--- src/rtl/calc_pkg.sv ---
// Shared types for the calculator sequencer: ALU opcodes and sequencer phases.
package calc_pkg;

    typedef enum logic [1:0] {
        OP_ADD,
        OP_SUB,
        OP_AND,
        OP_OR
    } op_t;

    typedef enum logic [1:0] {
        PH_OPERAND,
        PH_OPERATION,
        PH_COMPUTE,
        PH_RESULT
    } phase_t;

endpackage

--- src/rtl/calc_alu.sv ---
// Two-input unsigned ALU; carry reports ADD carry-out or SUB borrow.
module calc_alu
    import calc_pkg::*;
#(
    parameter int W = 16
) (
    input  logic [W-1:0] a,
    input  logic [W-1:0] b,
    input  op_t          op,
    output logic [W-1:0] y,
    output logic         carry
);

    logic [W:0] sum;
    logic [W:0] diff;

    // The extra top bit of the difference is set exactly when b > a.
    assign sum  = {1'b0, a} + {1'b0, b};
    assign diff = {1'b0, a} - {1'b0, b};

    always_comb begin
        y     = '0;
        carry = 1'b0;
        case (op)
            OP_ADD:  {carry, y} = sum;
            OP_SUB:  {carry, y} = diff;
            OP_AND:  y = a & b;
            OP_OR:   y = a | b;
            default: y = '0;
        endcase
    end

endmodule

--- src/rtl/calc_sequencer.sv ---
// Calculator sequencer: collects operands and an opcode, then folds the
// operands left-to-right through calc_alu, one operand per cycle.
module calc_sequencer
    import calc_pkg::*;
#(
    parameter  int N_OPERANDS = 2,
    parameter  int W          = 16,
    localparam int SW         = $clog2(N_OPERANDS + 3),
    localparam int CW         = $clog2(N_OPERANDS)
) (
    input  logic          clock,
    input  logic          reset,
    input  logic          trigger,
    input  logic          undo,
    input  logic [W-1:0]  operand_in,
    input  op_t           op_in,
    output logic [SW-1:0] step,
    output logic          busy,
    output logic [W-1:0]  result,
    output logic          result_valid,
    output logic          overflow
);

    localparam logic [CW-1:0] LAST = CW'(N_OPERANDS - 1);

    phase_t         phase_q, phase_d;
    logic [CW-1:0]  idx_q, idx_d;
    logic [CW-1:0]  cnt_q, cnt_d;
    logic [W-1:0]   opnd_q [N_OPERANDS];
    logic [W-1:0]   opnd_d [N_OPERANDS];
    op_t            opcode_q, opcode_d;
    logic [W-1:0]   acc_q, acc_d;
    logic           ovf_q, ovf_d;
    logic [SW-1:0]  step_q, step_d;
    logic [W-1:0]   alu_y;
    logic           alu_carry;
    logic           adv;
    logic           back;

    // Simultaneous trigger and undo cancel each other out.
    assign adv  = trigger & ~undo;
    assign back = undo & ~trigger;

    calc_alu #(.W(W)) u_alu (
        .a     (acc_q),
        .b     (opnd_q[cnt_q]),
        .op    (opcode_q),
        .y     (alu_y),
        .carry (alu_carry)
    );

    always_comb begin
        phase_d  = phase_q;
        idx_d    = idx_q;
        cnt_d    = cnt_q;
        opnd_d   = opnd_q;
        opcode_d = opcode_q;
        acc_d    = acc_q;
        ovf_d    = ovf_q;
        step_d   = step_q;

        case (phase_q)
            PH_OPERAND: begin
                if (adv) begin
                    opnd_d[idx_q] = operand_in;
                    if (idx_q == LAST) phase_d = PH_OPERATION;
                    else               idx_d   = idx_q + 1'b1;
                end else if (back && idx_q != '0) begin
                    idx_d = idx_q - 1'b1;
                end
            end
            PH_OPERATION: begin
                if (adv) begin
                    opcode_d = op_in;
                    acc_d    = opnd_q[0];
                    cnt_d    = CW'(1);
                    ovf_d    = 1'b0;
                    phase_d  = PH_COMPUTE;
                end else if (back) begin
                    idx_d   = LAST;
                    phase_d = PH_OPERAND;
                end
            end
            PH_COMPUTE: begin
                acc_d = alu_y;
                ovf_d = ovf_q | alu_carry;
                // cnt parks on the last operand so it never indexes past the array.
                if (cnt_q == LAST) phase_d = PH_RESULT;
                else               cnt_d   = cnt_q + 1'b1;
            end
            PH_RESULT: begin
                if (adv) begin
                    idx_d   = '0;
                    phase_d = PH_OPERAND;
                end else if (back) begin
                    phase_d = PH_OPERATION;
                end
            end
            default: phase_d = PH_OPERAND;
        endcase

        case (phase_d)
            PH_OPERAND:   step_d = SW'(idx_d);
            PH_OPERATION: step_d = SW'(N_OPERANDS);
            PH_COMPUTE:   step_d = SW'(N_OPERANDS + 1);
            PH_RESULT:    step_d = SW'(N_OPERANDS + 2);
            default:      step_d = '0;
        endcase
    end

    always_ff @(posedge clock or posedge reset) begin
        if (reset) begin
            phase_q  <= PH_OPERAND;
            idx_q    <= '0;
            cnt_q    <= '0;
            opcode_q <= OP_ADD;
            acc_q    <= '0;
            ovf_q    <= 1'b0;
            step_q   <= '0;
            for (int i = 0; i < N_OPERANDS; i++) opnd_q[i] <= '0;
        end else begin
            phase_q  <= phase_d;
            idx_q    <= idx_d;
            cnt_q    <= cnt_d;
            opcode_q <= opcode_d;
            acc_q    <= acc_d;
            ovf_q    <= ovf_d;
            step_q   <= step_d;
            for (int i = 0; i < N_OPERANDS; i++) opnd_q[i] <= opnd_d[i];
        end
    end

    assign step         = step_q;
    assign busy         = (phase_q == PH_COMPUTE);
    assign result       = acc_q;
    assign result_valid = (phase_q == PH_RESULT);
    assign overflow     = ovf_q;

endmodule

--- config.mk ---
export PLATFORM = sky130hd
export DESIGN_NAME = calc_sequencer
export DESIGN_NICKNAME = d
export VERILOG_FILES = /design/src/rtl/calc_pkg.sv /design/src/rtl/calc_alu.sv /design/src/rtl/calc_sequencer.sv
export SDC_FILE = /design/constraint.sdc
export NUM_CORES = 1
export LEC_CHECK = 0
export ABC_CLOCK_PERIOD_IN_PS = 3800
export BUFFER_PORTS_ARGS = -buffer_cell sky130_fd_sc_hd__buf_2
export CORE_ASPECT_RATIO = 0.9
export CORE_MARGIN = 5
export CORE_UTILIZATION = 46
export DETAILED_ROUTE_END_ITERATION = 7
export SYNTH_ARGS = -nofsm -noshare
export SYNTH_HDL_FRONTEND = slang
export SYNTH_SLANG_ARGS = --single-unit
--- constraint.sdc ---
create_clock -name clock -period 3.8 [get_ports clock]
set_clock_uncertainty 0.05 [all_clocks]
set_input_delay 0.38 -clock clock [delete_from_list [all_inputs] [get_ports clock]]
set_output_delay 0.38 -clock clock [all_outputs]
set_load 0.005 [all_outputs]
# Word level (Yosys, flattened, before mapping)
# Cells that the tools add are included.
[word_totals]
ramBits = 0
output_inout_bits = 22
wordCells = 76
latchBits = 0
in_bits = 22
rom_bits = 0
n_memories = 0
ff_bits = 58
[op_classes]
n_reduce_logical = 9
shifts = 0
mul = 0
bitwise = 9
div = 0
n_mux = 31
order_cmp = 3
eq_ne = 10
n_addsub = 5
[ops]
columns = ["cell", "count"]
rows = [
  ["two-way mux 16 bit", 5],
  ["one-hot mux 16 bit (4 select lines)", 1],
  ["bitwise mux 32 bit", 1],
  ["one-hot mux 16 bit (2 select lines)", 1],
  ["adder 16 x 16 -> 17 bit", 1],
  ["subtractor 16 x 16 -> 17 bit", 1],
  ["bitwise AND 16 bit", 1],
  ["demux 16 bit (select 1 bit)", 1],
  ["OR 16 bit", 1],
  ["two-way mux 2 bit", 7],
  ["equality test 2 bit (second input constant)", 6],
  ["one-hot mux 3 bit (4 select lines)", 1],
  ["two-way mux 1 bit", 9],
  ["one-hot mux 2 bit (4 select lines)", 1],
  ["equality test 2 x 1 -> 1 bit (second input constant)", 3],
  ["zero test 2 bit", 3],
  ["one-hot mux 1 bit (2 select lines)", 3],
  ["AND reduction 2 bit", 3],
  [">= comparator 2 bit (second input constant)", 2],
  ["NOT 1 -> 2 bit", 2],
  ["one-hot mux 1 bit (3 select lines)", 1],
  ["adder 1 bit (second input constant)", 2],
  ["bitwise AND 1 bit", 2],
  ["logical AND 1 bit", 2],
  ["6 further kinds", 7],
]

# Depth between registers and ports, before layout
[logic_depth]
word_depth = 8
mapped_depth = 14
ltp_nobuf = 13

# Cells and area by module
# Synthesis repeated with hierarchy kept, for this count alone.
[hier_totals]
hier_cells = 534
hier_area_um2 = 4953.5
[by_module_without_submodules]
columns = ["mod", "area_each_um2", "cells_per_inst", "seq_area_each_um2", "n_inst"]
rows = [
  ["calc_sequencer", 2668.8, 194, 1451.4, 1],
  ["calc_alu", 2284.7, 340, 0.0, 1],
]

# Worst setup path before layout
# No wires, ideal clock.
[synth_path]
kind = "register to register"
start = "register cnt_q"
end = "register ovf_q (netlist: overflow)"
path_slack_ps = 364
t_arrival_ps = 3265
stages_incl_launch_ff = 13
period_less_slack_ps = 3436
setup_time_ps = 122
path_buffers = 2
cell_sequence = "dfrtp_1 > clkbuf_1 > clkbuf_1 > mux2i_1 > ha_1 > nor3_1 > o31ai_2 > a31oi_1 > or2_1 > a311o_1 > a21oi_1 > a211o_1 > a32o_1"
[synth_between]
elab_chain_cells = 8
[synth_lines]
columns = ["item", "line_no", "text"]
rows = [
  ["start: declaration", "calc_sequencer.sv:28", "logic [CW-1:0] cnt_q, cnt_d;"],
  ["start signal: assignment", "calc_sequencer.sv:124", "cnt_q <= cnt_d;"],
  ["NOT 1 -> 2 bit (implied by the code) *", "calc_sequencer.sv:46", ".b (opnd_q[cnt_q]),"],
  ["two-way mux 16 bit (implied by the code) * (3 in series)", "calc_sequencer.sv:46", ""],
  ["subtractor 16 x 16 -> 17 bit / adder 16 x 16 -> 17 bit (equally long branches)", "calc_alu.sv:19, calc_alu.sv:18", ""],
  ["one-hot mux 1 bit (2 select lines) *", "calc_alu.sv:24", "case (op)"],
  ["OR 1 bit *", "calc_sequencer.sv:86", "ovf_d = ovf_q | alu_carry;"],
  ["one-hot mux 1 bit (2 select lines) *", "calc_sequencer.sv:62", "case (phase_q)"],
  ["end signal: assignment", "calc_sequencer.sv:127", "ovf_q <= ovf_d;"],
  ["end: declaration", "calc_sequencer.sv:33", "logic ovf_q, ovf_d;"],
]
# Mark *: on every way between the ends. The rest lies on a longest branch, timed or not. The select of a mux whose other input is x is not followed.
# A chain may end at the register's enable or synchronous reset.

# Worst setup path in the final report
# Same ends and word-level chain as after synthesis.

==> results_dict.tcl <==
set metrics [dict create \
    async_flop_share 1.00 \
    grt_max_degree 34 \
    holdBufCountCts 0 \
    r2r.worst_path.cells 11 \
    antenna_found_initial 0 \
    p_int_uw 3060 \
    dp_cells 707 \
    seqPwrFrac 0.218 \
    portBuffers 43 \
    synth_nets 632 \
    wire_per_inst_um 17.2 \
    core_area_um2 10300 \
    wl_met1_um 5950 \
    slew_viol_final 0 \
    synth_top_area_frac 0.299 \
    fillers 959 \
    vdd_drop_max_mv 0.514 \
    setup_viol 0 \
    vias 4106 \
    power.leakage_uw 0.00270 \
    rows 35 \
    cts_resized 0 \
    grt_pass1_vias 4056 \
    max-cap-violations 0 \
    dp_hpwl_um 9330 \
    regArea_um2 1450 \
    wl_met2_um 5860 \
    r2r_setup_slack_ps 370 \
    post-route-util 0.533 \
    worst_pin_slew_ps 1080 \
    netlist_area_um2 4850 \
    fin_cells 722 \
    crit_arrival_ps 3600 \
    drt_first_iter_violations 221 \
    die_h_um 107 \
    ios 44 \
    slew_headroom 0.277 \
    cts_setup_buffers 0 \
    area_growth_pct 13.1 \
    cts_sinks 58 \
    multi_input_area_um2 3110 \
    synthFlopType "dfrtp_1" \
    synth_top_cells_by_count "ha_1, dfrtp_1, inv_1, nor2_1, nand2_1" \
    met3WireLength_um 456 \
    yosys.area.top_type "dfrtp_1" \
    highest_layer "met4" \
    fin_tns_setup_ps 0 \
    r2r-start "cnt_q$_DFFE_PP0P_" \
    clk_pin_slew_ps 50 \
    yosys-top-cells-area "dfrtp_1, ha_1, mux2_2" \
    period_share 0.903 \
    nets 674 \
    ys_ff_latch 58 \
    fmax_ghz 0.291 \
    combinationalPowerShare 0.652 \
    post_dp_cell_area_um2 5220 \
    path_max_fanout 15 \
    hold_viol 0 \
    p_switching_uw 2720 \
    gp_congestion 0.929 \
    cp.required_ps 3970 \
    critPathKind "reg -> reg" \
    syn_inst 547 \
    synth.avg_cell_area_um2 8.87 \
    clock_latency_ps 330 \
    dieArea_um2 12700 \
    grt_setup_unrepaired "no" \
    drt_pass1_iterations 4 \
    min_period_ps 3430 \
    yosysSeqAreaShare 0.299 \
    synth_edf_count 0 \
    p_total_uw 5770 \
    grt_util_all_layers 0.202 \
    routed_wirelength_um 12400 \
    antennaDiodeCount 0 \
    grt_pass1_wl_um 20800 \
    cts_max_path_buffers 2 \
    cp-startpoint "cnt_q$_DFFE_PP0P_" \
    yosysUniqueCellTypes 58 \
    fin_area_um2 5490 \
    htree_levels 3 \
    postRouteAntennaNets 0 \
    drive_gt1_frac 0.189 \
    ys.warnings.count 0 \
    min_path_type "in -> async" \
    switching_share 0.470 \
    die_width_um 118 \
    critPathCaptureType "flip-flop" \
    cts_tree "built" \
    post-synth-top-count-cell "ha_1" \
    drcViolationCount 0 \
    numCtsBuffers 9 \
    pwr-share-clk 0.130 \
    overflow 0 \
    powerDensity_nw_per_um2 1050 \
    root_buffer "clkbuf_16" \
    outcome "completed" \
    start_util 0.472 \
    cp-start-kind "flip-flop" \
    viasPerCell 5.69 \
]
[cells in the final DEF, fill, tap and decap left out, drive strengths merged, types with 3 or more instances in the layout]
| cell | netlist | layout |
|---|---|---|
| o31ai | 5 | 5 |
| dfrtp | 58 | 58 |
| nand2b | 12 | 12 |
| a211oi | 10 | 10 |
| a31oi | 10 | 10 |
| a221oi | 6 | 6 |
| nor3 | 16 | 16 |
| mux2 | 34 | 34 |
| o211ai | 6 | 6 |
| nor4 | 5 | 5 |
| inv | 56 | 56 |
| o22ai | 3 | 3 |
| nor2b | 11 | 11 |
| clkinv | 0 | 3 |
| ha | 61 | 61 |
| a211o | 3 | 3 |
| xor2 | 4 | 4 |
| a21oi | 38 | 38 |
| buf | 2 | 52 |
| xnor2 | 15 | 15 |
| mux2i | 18 | 18 |
| clkbuf | 19 | 12 |
| nor2 | 44 | 44 |
| nand3 | 6 | 6 |
| o21ai | 33 | 33 |
| nand2 | 38 | 38 |
[state kept, by name, indices dropped and copies added, names as in the netlist]
signal and cells:
cnt_q 1, result 16, overflow 1, step 3, opnd_q 32, phase_q 2, idx_q 1, opcode_q 2
[cells by family after synthesis]
group / Yosys count / share of synthesized area
adders and majority gates: 63 / 0.166
DFF: 58 / 0.299
AOI/OAI and AO/OA: 136 / 0.184
muxes: 53 / 0.121
buffers and inverters: 77 / 0.0598
xor gates and xnor gates: 19 / 0.0343
and+or+nand+nor: 141 / 0.137
[layer usage]
metal	GRT usage	up-vias
met3	0.0378	14
met2	0.334	82
met5	0	-
met1	0.272	2011
li1	-	1999
met4	0.0541	0
[power groups by stage]
| stage | clock network (uW) | registers, uW | logic, uW |
|---|---|---|---|
| finish | 748 | 1260 | 3770 |
| global route | 789 | 1320 | 4210 |
| global placement | 0 | 1260 | 3660 |
| floorplan | 0 | 1120 | 2940 |
| detailed placement | 0 | 1270 | 3720 |
| CTS | 763 | 1260 | 3750 |
[final timing paths]
path / end
setup / recovery: overflow$_DFFE_PP0P_
hold reg to reg: overflow$_DFFE_PP0P_
max in group asynchronous: result[8]$_DFFE_PP0P_
setup reg to reg: overflow$_DFFE_PP0P_
min in group clock: opcode_q[0]$_DFFE_PP0P_
hold / removal: phase_q[0]$_DFF_PP0_
[worst max-delay path, stage by stage, from the launching register on]
cell and delay [ps]:
dfrtp_1 420, buf_4 340, mux2i_1 420, ha_1 360, nor3_1 290, o31ai_2 120, a31oi_1 260, or2_1 190
a311o_1 240, a21oi_1 90, a211o_1 270, a32o_1 250
[final cells by class]
| class | count | area share |
|---|---|---|
| timing repair buffer | 52 | 0.0515 |
| clock buffer | 12 | 0.0467 |
| clock inverter | 3 | 0.00274 |
| sequential | 58 | 0.264 |
| multi-input combinational | 412 | 0.567 |
| inverter | 56 | 0.0383 |
| tap | 129 | 0.0294 |
[stage by stage]
step                      setup WS [ps]  hold WS (ps)
final                               369          73.4
after global routing                172           138
after CTS                           400          92.6
after detailed placement            456           432
after global placement              574           435
after floorplan                     364           429
Power figures use the tool's default switching activity.
